===== src/rtl/aes_pkg.sv =====
// Shared constants for the AES self-test sequencer: key modes, FSM states
// and the seven-segment digit table.
package aes_pkg;

  localparam logic [1:0] MODE_128 = 2'b00;
  localparam logic [1:0] MODE_192 = 2'b01;
  localparam logic [1:0] MODE_256 = 2'b10;
  localparam logic [1:0] MODE_BAD = 2'b11;

  localparam int CNT_W = 9;

  typedef enum logic [2:0] {
    ST_IDLE,
    ST_LOAD,
    ST_ENC_REQ,
    ST_ENC_WAIT,
    ST_DEC_REQ,
    ST_DEC_WAIT,
    ST_CHECK,
    ST_DONE
  } state_t;

  // Active-low gfedcba segment pattern for one decimal digit.
  function automatic logic [6:0] seg_decode(input logic [3:0] digit);
    logic [6:0] seg;
    case (digit)
      4'd0:    seg = 7'b1000000;
      4'd1:    seg = 7'b1111001;
      4'd2:    seg = 7'b0100100;
      4'd3:    seg = 7'b0110000;
      4'd4:    seg = 7'b0011001;
      4'd5:    seg = 7'b0010010;
      4'd6:    seg = 7'b0000010;
      4'd7:    seg = 7'b1111000;
      4'd8:    seg = 7'b0000000;
      4'd9:    seg = 7'b0010000;
      default: seg = 7'b1111111;
    endcase
    return seg;
  endfunction

  function automatic logic [CNT_W-1:0] sat_inc(input logic [CNT_W-1:0] v);
    return (v == {CNT_W{1'b1}}) ? v : v + CNT_W'(1);
  endfunction

endpackage


===== src/rtl/bin_to_7seg.sv =====
// Combinational binary-to-decimal conversion (double dabble) followed by
// per-digit seven-segment decode; the caller registers the result.
module bin_to_7seg
  import aes_pkg::*;
#(
  parameter int IN_W       = 8,
  parameter int NUM_DIGITS = 3
) (
  input  logic [IN_W-1:0]         bin,
  output logic [7*NUM_DIGITS-1:0] seg
);

  localparam int BCD_W = 4 * NUM_DIGITS;

  logic [BCD_W-1:0] bcd;

  always_comb begin
    bcd = '0;
    for (int i = IN_W - 1; i >= 0; i--) begin
      for (int d = 0; d < NUM_DIGITS; d++) begin
        if (bcd[4*d +: 4] >= 4'd5) begin
          bcd[4*d +: 4] = bcd[4*d +: 4] + 4'd3;
        end
      end
      bcd = {bcd[BCD_W-2:0], bin[i]};
    end
  end

  generate
    for (genvar gi = 0; gi < NUM_DIGITS; gi++) begin : g_digit
      assign seg[7*gi +: 7] = seg_decode(bcd[4*gi +: 4]);
    end
  endgenerate

endmodule


===== src/rtl/aes_selftest_seq.sv =====
// Encrypt/decrypt round-trip self-test sequencer: walks a vector ROM through a
// shared AES core, counts pass/fail, and shows one result byte in decimal.
module aes_selftest_seq
  import aes_pkg::*;
#(
  parameter int NUM_VECTORS = 4,
  parameter int DISP_BYTE   = 15,
  parameter int NUM_DIGITS  = 3,
  parameter int TIMEOUT_CYC = 64,
  localparam int IDX_W = (NUM_VECTORS > 1) ? $clog2(NUM_VECTORS) : 1
) (
  input  logic                    clk,
  input  logic                    reset,
  input  logic                    start,
  input  logic [1:0]              key_mode,
  output logic [IDX_W-1:0]        vec_idx,
  input  logic [127:0]            vec_plain,
  output logic                    req_valid,
  input  logic                    req_ready,
  output logic                    req_decrypt,
  output logic [1:0]              req_mode,
  output logic [127:0]            req_data,
  input  logic                    rsp_valid,
  input  logic [127:0]            rsp_data,
  output logic                    busy,
  output logic                    done,
  output logic                    all_pass,
  output logic                    is_match,
  output logic [8:0]              pass_cnt,
  output logic [8:0]              fail_cnt,
  output logic [7*NUM_DIGITS-1:0] seg_out
);

  localparam int TMO_W = (TIMEOUT_CYC > 2) ? $clog2(TIMEOUT_CYC) : 1;
  localparam logic [IDX_W-1:0] LAST_IDX = IDX_W'(NUM_VECTORS - 1);
  localparam logic [TMO_W-1:0] TMO_LAST = TMO_W'(TIMEOUT_CYC - 1);
  localparam int DISP_LSB = (15 - DISP_BYTE) * 8;

  state_t                  state_reg, state_next;
  logic [IDX_W-1:0]        idx_reg;
  logic [1:0]              mode_reg;
  logic [127:0]            plain_reg, cipher_reg, result_reg;
  logic [TMO_W-1:0]        tmo_reg;
  logic [CNT_W-1:0]        pass_reg, fail_reg;
  logic                    match_reg;
  logic [7*NUM_DIGITS-1:0] seg_reg, seg_next;
  logic                    tmo_expired;

  assign tmo_expired = (tmo_reg == TMO_LAST);

  bin_to_7seg #(
    .IN_W       (8),
    .NUM_DIGITS (NUM_DIGITS)
  ) u_disp (
    .bin (rsp_data[DISP_LSB +: 8]),
    .seg (seg_next)
  );

  always_comb begin
    state_next = state_reg;
    case (state_reg)
      ST_IDLE, ST_DONE: begin
        if (start) state_next = (key_mode == MODE_BAD) ? ST_DONE : ST_LOAD;
      end
      ST_LOAD:     state_next = ST_ENC_REQ;
      ST_ENC_REQ:  if (req_ready) state_next = ST_ENC_WAIT;
      ST_ENC_WAIT: begin
        if (rsp_valid)        state_next = ST_DEC_REQ;
        else if (tmo_expired) state_next = ST_DONE;
      end
      ST_DEC_REQ:  if (req_ready) state_next = ST_DEC_WAIT;
      ST_DEC_WAIT: begin
        if (rsp_valid)        state_next = ST_CHECK;
        else if (tmo_expired) state_next = ST_DONE;
      end
      ST_CHECK:    state_next = (idx_reg == LAST_IDX) ? ST_DONE : ST_LOAD;
      default:     state_next = ST_IDLE;
    endcase
  end

  always_ff @(posedge clk) begin
    if (reset) begin
      state_reg  <= ST_IDLE;
      idx_reg    <= '0;
      mode_reg   <= '0;
      plain_reg  <= '0;
      cipher_reg <= '0;
      result_reg <= '0;
      tmo_reg    <= '0;
      pass_reg   <= '0;
      fail_reg   <= '0;
      match_reg  <= 1'b0;
      seg_reg    <= '1;
    end else begin
      state_reg <= state_next;
      case (state_reg)
        ST_IDLE, ST_DONE: begin
          if (start) begin
            mode_reg  <= key_mode;
            idx_reg   <= '0;
            pass_reg  <= '0;
            fail_reg  <= (key_mode == MODE_BAD) ? CNT_W'(1) : '0;
            match_reg <= 1'b0;
          end
        end
        ST_LOAD: plain_reg <= vec_plain;
        // Holding the timer at zero while requesting makes it zero on accept.
        ST_ENC_REQ, ST_DEC_REQ: tmo_reg <= '0;
        ST_ENC_WAIT, ST_DEC_WAIT: begin
          if (rsp_valid) begin
            if (state_reg == ST_ENC_WAIT) cipher_reg <= rsp_data;
            else                          result_reg <= rsp_data;
            seg_reg <= seg_next;
          end else if (tmo_expired) begin
            fail_reg  <= sat_inc(fail_reg);
            match_reg <= 1'b0;
          end else begin
            tmo_reg <= tmo_reg + TMO_W'(1);
          end
        end
        ST_CHECK: begin
          match_reg <= (result_reg == plain_reg);
          if (result_reg == plain_reg) pass_reg <= sat_inc(pass_reg);
          else                         fail_reg <= sat_inc(fail_reg);
          if (idx_reg != LAST_IDX) idx_reg <= idx_reg + IDX_W'(1);
        end
        default: ;
      endcase
    end
  end

  assign vec_idx     = idx_reg;
  assign req_valid   = (state_reg == ST_ENC_REQ) || (state_reg == ST_DEC_REQ);
  assign req_decrypt = (state_reg == ST_DEC_REQ);
  assign req_mode    = mode_reg;
  assign req_data    = (state_reg == ST_ENC_REQ) ? plain_reg :
                       (state_reg == ST_DEC_REQ) ? cipher_reg : '0;
  assign busy        = (state_reg != ST_IDLE) && (state_reg != ST_DONE);
  assign done        = (state_reg == ST_DONE);
  assign all_pass    = (state_reg == ST_DONE) && (fail_reg == '0);
  assign is_match    = match_reg;
  assign pass_cnt    = pass_reg;
  assign fail_cnt    = fail_reg;
  assign seg_out     = seg_reg;

endmodule


===== config.mk =====
export PLATFORM = sky130hd
export DESIGN_NAME = aes_selftest_seq
export DESIGN_NICKNAME = d
export VERILOG_FILES = /design/src/rtl/aes_pkg.sv /design/src/rtl/bin_to_7seg.sv /design/src/rtl/aes_selftest_seq.sv
export SDC_FILE = /design/constraint.sdc
export NUM_CORES = 1
export LEC_CHECK = 0
export BUFFER_PORTS_ARGS = -buffer_cell sky130_fd_sc_hd__clkbuf_2
export CORE_UTILIZATION = 49
export DETAILED_ROUTE_END_ITERATION = 10
export GPL_ROUTABILITY_DRIVEN = 1
export PLACE_DENSITY = 0.73
export SLEW_MARGIN = 20
export SYNTH_ARGS = -nofsm -noshare
export SYNTH_HDL_FRONTEND = slang
export SYNTH_SLANG_ARGS = --single-unit

===== constraint.sdc =====
create_clock -name clk -period 15.92 [get_ports clk]
set_input_delay 0.796 -clock clk [delete_from_list [all_inputs] [get_ports clk]]
set_output_delay 0.796 -clock clk [all_outputs]
set_load 0.05 [all_outputs]

# Word level (Yosys, flattened, before mapping)
# Memory sizes are Yosys's and may differ from the RTL's. A register that Yosys moved wholly into a read port is not among the register bits.
# Cells that the tools add are included.
dict set report totals {
  regBits 416
  latch_bits 0
  mem_bits_rw 0
  romBits 336
  input_bits 263
  wordCells 118
  mem_count 3
}
# name depth word_bits read_ports rd_ports_with_merged_regs write_ports line_no
set memory_table {}
lappend memory_table {{(name not given)} 16 7 1 1 0 aes_pkg.sv:26} ;# case (digit)
lappend memory_table {{(name not given)} 16 7 1 1 0 aes_pkg.sv:26}
lappend memory_table {{(name not given)} 16 7 1 1 0 aes_pkg.sv:26}
dict set report classes {
  add_sub_neg 11
  n_mul 0
  n_div 0
  n_lt_le_gt_ge 7
  n_eq_ne 25
  shift 0
  n_mux 39
  bitwise 1
  reduce_logical 22
}
# cell n
set op_table {}
lappend op_table {{2-to-1 mux 128 bit} 2}
lappend op_table {{equality test 128 bit} 1}
lappend op_table {{2-to-1 mux 9 bit} 8}
lappend op_table {{2-to-1 mux 4 bit} 7}
lappend op_table {{one-hot mux 9 bit (3 select lines)} 1}
lappend op_table {{2-to-1 mux 3 bit} 8}
lappend op_table {{inequality test 2 bit, second input constant} 11}
lappend op_table {{one-hot mux 3 bit (7 select lines)} 1}
lappend op_table {{adder 4 x 2 -> 4 bit, second input constant} 5}
lappend op_table {{>= comparator 4 x 3 -> 1 bit, second input constant} 5}
lappend op_table {{adder 9 x 1 -> 9 bit, second input constant} 2}
lappend op_table {{equality test 9 bit, second input constant} 2}
lappend op_table {{one-hot mux 9 bit (2 select lines)} 1}
lappend op_table {{AND reduction 3 bit} 5}
lappend op_table {{equality test 3 bit, second input constant} 4}
lappend op_table {{2-to-1 mux 6 bit} 2}
lappend op_table {{one-hot mux 6 bit (2 select lines)} 1}
lappend op_table {{zero test 9 bit} 1}
lappend op_table {{adder 3 x 2 -> 4 bit, second input constant} 2}
lappend op_table {{AND reduction 4 bit} 2}
lappend op_table {{adder 6 x 1 -> 6 bit, second input constant} 1}
lappend op_table {{equality test 3 x 2 -> 1 bit, second input constant} 2}
lappend op_table {{equality test 6 bit, second input constant} 1}
lappend op_table {{>= comparator 3 bit, second input constant} 2}
lappend op_table {{17 further kinds} 28}

# Longest topological paths before layout
dict set report logic_depth {
  ltp_word 10
  ltp_mapped 26
}

# Cells and area by module
# Synthesis repeated with hierarchy kept, for this count alone.
dict set report unflattened {
  hier_cells 2497
  area_unflattened_um2 19617.6
}
# module instances cells_each area_each_um2 seq_area_each_um2
set modules_own_cells {}
lappend modules_own_cells {aes_selftest_seq 1 2294 18212.5 8748.4}
lappend modules_own_cells {bin_to_7seg 1 203 1405.1 0.0}

# Least setup slack after synthesis
# Ideal clock, no wire load.
dict set report synth_path {
  path_kind {input-to-reg}
  start {input port rsp_data[6]}
  end {register seg_reg[10] (netlist: seg_out[10])}
  setup_time_ps 131
  t_arrival_ps 5635
  required_ps 15789
  slack_ps 10154
  path_stages 26
  path_buffers 2
  cell_sequence {buf_6 inv_1 ha_1 o21ai_1 xnor2_2 ha_1 nand2b_1 a32oi_4 xnor2_2 inv_2 ha_1 clkbuf_1 nor2b_1 o31a_4 a21boi_1 a2111oi_4 xnor2_2 inv_1 ha_1 a22o_1 mux2i_2 inv_2 ha_1 nand2_1 o32ai_1 a21oi_1}
}
dict set report synth_via {
  elab_chain_len 10
  elab_cells_between_ends 21
  classes_between {7 x add/sub; 7 x order compare; 7 x mux}
}
# item line_no
set synth_lines {}
lappend synth_lines {{from (decl)} aes_selftest_seq.sv:24} ;# input logic [127:0] rsp_data,
lappend synth_lines {{adder 3 x 2 -> 4 bit / >= comparator 3 bit (equally long branches)} {bin_to_7seg.sv:22, bin_to_7seg.sv:21}}
lappend synth_lines {{2-to-1 mux 4 bit *} bin_to_7seg.sv:21} ;# if (bcd[4*d +: 4] >= 4'd5) begin
lappend synth_lines {{adder 4 x 2 -> 4 bit / >= comparator 4 x 3 -> 1 bit (equally long branches)} {bin_to_7seg.sv:22, bin_to_7seg.sv:21}}
lappend synth_lines {{2-to-1 mux 4 bit} bin_to_7seg.sv:21}
lappend synth_lines {{>= comparator 4 x 3 -> 1 bit / adder 4 x 2 -> 4 bit (equally long branches)} {bin_to_7seg.sv:21, bin_to_7seg.sv:22}}
lappend synth_lines {{2-to-1 mux 4 bit} bin_to_7seg.sv:21}
lappend synth_lines {{adder 4 x 2 -> 4 bit, or another cell as far along} bin_to_7seg.sv:22} ;# bcd[4*d +: 4] = bcd[4*d +: 4] + 4'd3;
lappend synth_lines {{2-to-1 mux 4 bit} bin_to_7seg.sv:21}
lappend synth_lines {{adder 4 x 2 -> 4 bit / >= comparator 4 x 3 -> 1 bit (equally long branches)} {bin_to_7seg.sv:22, bin_to_7seg.sv:21}}
lappend synth_lines {{2-to-1 mux 4 bit} bin_to_7seg.sv:21}
lappend synth_lines {{to (decl)} aes_selftest_seq.sv:46} ;# logic [7*NUM_DIGITS-1:0] seg_reg, seg_next;
# Mark *: on every way between the ends. The rest lies on a longest branch, timed or not.
# A chain may end at the register's enable or synchronous reset.

# Worst setup path after layout
# Same ends and word-level chain as after synthesis.

==> impl_metrics.py <==
metrics = {
    "run_status": {
        "status": "completed",
    },
    "setup_path": {
        "end_kind": "flip-flop",
        "worstReg2RegStart": "plain_reg[36]",
        "startpoint_type": "input port",
        "timing.rr.end": "pass_cnt[5]",
        "reg2reg_depth": 9,
        "reg2reg_slack_ns": 11.96,
        "crit_arrival_ns": 6.34,
        "crit_required_ns": 16.35,
        "crit_type": "input port to flip-flop",
        "path_max_fanout": 9,
    },
    "routing": {
        "ant_nets": 0,
        "drc": 0,
        "drt_iter0_drc": 1539,
        "totalWireLength_um": 68100,
        "wl_per_cell_um": 20.2,
        "vias": 19102,
        "firstDrtPassIters": 5,
        "avgViaCountPerCell": 5.67,
    },
    "synth": {
        "ys_seq_area_frac": 0.450,
        "synth_top_area_share": 0.450,
        "synth-xor-area-share": 0.0652,
        "synthTopCellsByArea": "dfxtp_1, nand2_1, a21oi_1",
        "ys_types": 81,
        "synth_area_um2": 19400,
        "ys_top_cells_by_count": "nand2_1, dfxtp_1, a21oi_1",
        "synth_edf_count": 0,
        "synthArstFlopShare": 0,
        "synth.most_common_cell": "nand2_1",
        "synth_area_leader_cell": "dfxtp_1",
        "syn_nets": 2756,
        "synth_compound_area_frac": 0.213,
        "yosys.area_share.simple": 0.210,
        "synth.area.mux_share": 0.00890,
        "yosys.area_share.adder": 0.0121,
        "ys.flop_type": "dfxtp_1",
        "ys_ff_latch": 436,
        "netlist_instances": 2475,
        "synth_top_family_by_area": "compound AO/OA/AOI/OAI gates",
        "syn_area_per_cell_um2": 7.84,
        "yosysWarnings": 0,
    },
    "placed_design": {
        "post-dp-hpwl_um": 46300,
        "port_buffers": 439,
        "dp_cells": 3275,
        "gp_congestion": 0.895,
    },
    "clock_tree": {
        "clk_latency_ns": 0.58,
        "post_cts_buffers": 0,
        "root_buffer": "clkbuf_16",
        "hold_buffers": 0,
        "tritoncts": "yes",
        "ctsLongestPathBuffers": 3,
        "postCtsResizedCells": 0,
        "cts.htree.levels": 2,
        "cts.clk_slew.worst_paths_ns": 0.06,
        "cts_inserted_buffers": 46,
        "cts.sinks": 436,
    },
    "timing": {
        "finalHoldWorstSlack_ns": 0.434,
        "max_freq_ghz": 0.169,
        "clock_skew_ns": 0.0172,
        "fin_crit_ns": 5.91,
        "fin_crit_sh": 0.371,
        "slew_viol_final": 0,
        "slew-limit-headroom": 0.279,
        "rsz0062_at_grt": "no",
        "setup_tns_ns": 0,
        "worst_slew_pin_slew_ns": 1.08,
        "setup_violations": 0,
        "hold_viol": 0,
    },
    "floorplan": {
        "dieWidth_um": 201,
        "dieArea_um2": 40400,
        "io_pins": 440,
        "start_util": 0.500,
        "rows": 72,
        "fp.dieH_um": 201,
        "core-area_um2": 38800,
    },
    "pwr": {
        "p_per_area_nw_per_um2": 151,
        "max-vdd-ir-drop_mv": 0.106,
        "leakage_nw": 9.81,
        "power_mw": 3.54,
    },
    "grt": {
        "overflow": 0,
        "grt_max_degree": 159,
        "antenna_found_initial": 11,
        "grt_pass1_wl_um": 103000,
        "grt_pass1_vias": 17814,
        "grtUsageTotal": 0.324,
    },
    "run": {
        "maxCapViolations": 0,
    },
    "min_path": {
        "whs_endpoint": "plain_reg[28]",
        "hp-start": "vec_plain[28]",
        "holdPathStages": 3,
        "min_path_type": "input port to flip-flop",
    },
    "final_layout": {
        "nets": 3086,
        "drive_above_1_share": 0.202,
        "area_growth_pct": 20.6,
        "final_cells": 3371,
    },
}
final cells by class:
type	count	area (um2)
clock buffer	66	1340
tap	518	648
sequential	436	8730
fill	3525	15400
antenna	12	30.0
multi-input combinational	1831	9930
timing repair buffer	456	2340
clock inverter	18	272
inverter	34	128
metal layers:
| metal | share of wire | wire (um) | global-route usage |
|---|---|---|---|
| met5 | 0.00019 | 13 | 0 |
| met4 | 0.037 | 2510 | 0.135 |
| met3 | 0.080 | 5430 | 0.0638 |
| met2 | 0.46 | 31600 | 0.514 |
| met1 | 0.42 | 28600 | 0.431 |
cells in the final DEF, fill, tap and decap left out, types with 10 or more instances in the layout:
cell type and count:
nand4_1 18, buf_4 15, dfxtp_1 436, nor2_1 66
clkbuf_2 438, o21ai_0 15, clkbuf_16 47, nand2_1 808
ha_1 18, nand3_1 14, a21oi_1 421, diode_2 12
mux2i_1 11, a31oi_1 12, nor4_1 35, inv_1 30
xor2_1 131, clkbuf_1 10, a22o_1 129
critical path, cell delays in order:
cell and delay (ns):
clkbuf_2 0.16, inv_1 0.12, ha_1 0.27, o21ai_1 0.13, xnor2_2 0.32, ha_1 0.33
nand2b_1 0.13, a32oi_4 0.41, xnor2_2 0.20, inv_2 0.14, ha_1 0.31, nor2b_1 0.21
o31a_4 0.37, a21boi_1 0.33, a2111oi_4 0.09, xnor2_2 0.31, inv_1 0.10, ha_1 0.29
a22o_1 0.25, mux2i_2 0.28, inv_2 0.08, ha_1 0.31, nand2_1 0.06, o32ai_1 0.24
a21oi_1 0.10
cells by family (layout without fill, tap and decap cells):
logic type                 count (synthesis)  count (layout)
other                                      0              12
and+or+nand+nor                         1000            1000
muxes                                     15              15
buffers and inverters                    208             574
adders and majority gates                 19              19
AOI/OAI and AO/OA                        656             656
DFF                                      436             436
xor gates and xnor gates                 141             141
power by group:
| group | internal (mW) | switching [mW] | leakage (nW) |
|---|---|---|---|
| sequential | 1.20 | 0.109 | 3.53 |
| combinational | 0.299 | 0.779 | 5.49 |
| clock | 0.697 | 0.451 | 0.795 |
| total | 2.20 | 1.34 | 9.81 |
stage by stage:
step	utilization	setup slack (ns)	instance area, um2
after floorplan	-	10.15	19400
after global placement	0.561	9.80	21800
after detailed placement	0.561	9.47	21800
after CTS	0.602	10.07	23400
after global routing	0.603	9.60	23400
final	0.603	10.01	23400
how the worst max path moves through the flow:
stage / slack [ns] / from / cells past startpoint / endpoint
after floorplan: 10.15 / rsp_data[6] / 26 / seg_out[10]
after global placement: 9.80 / rsp_data[6] / 25 / seg_out[10]
after detailed placement: 9.47 / rsp_data[6] / 25 / seg_out[10]
after CTS: 10.07 / rsp_data[6] / 25 / seg_out[13]
after global routing: 9.60 / rsp_data[6] / 25 / seg_out[10]
final: 10.01 / rsp_data[6] / 25 / seg_out[10]
Note: power is estimated with default switching activity, not from simulation.
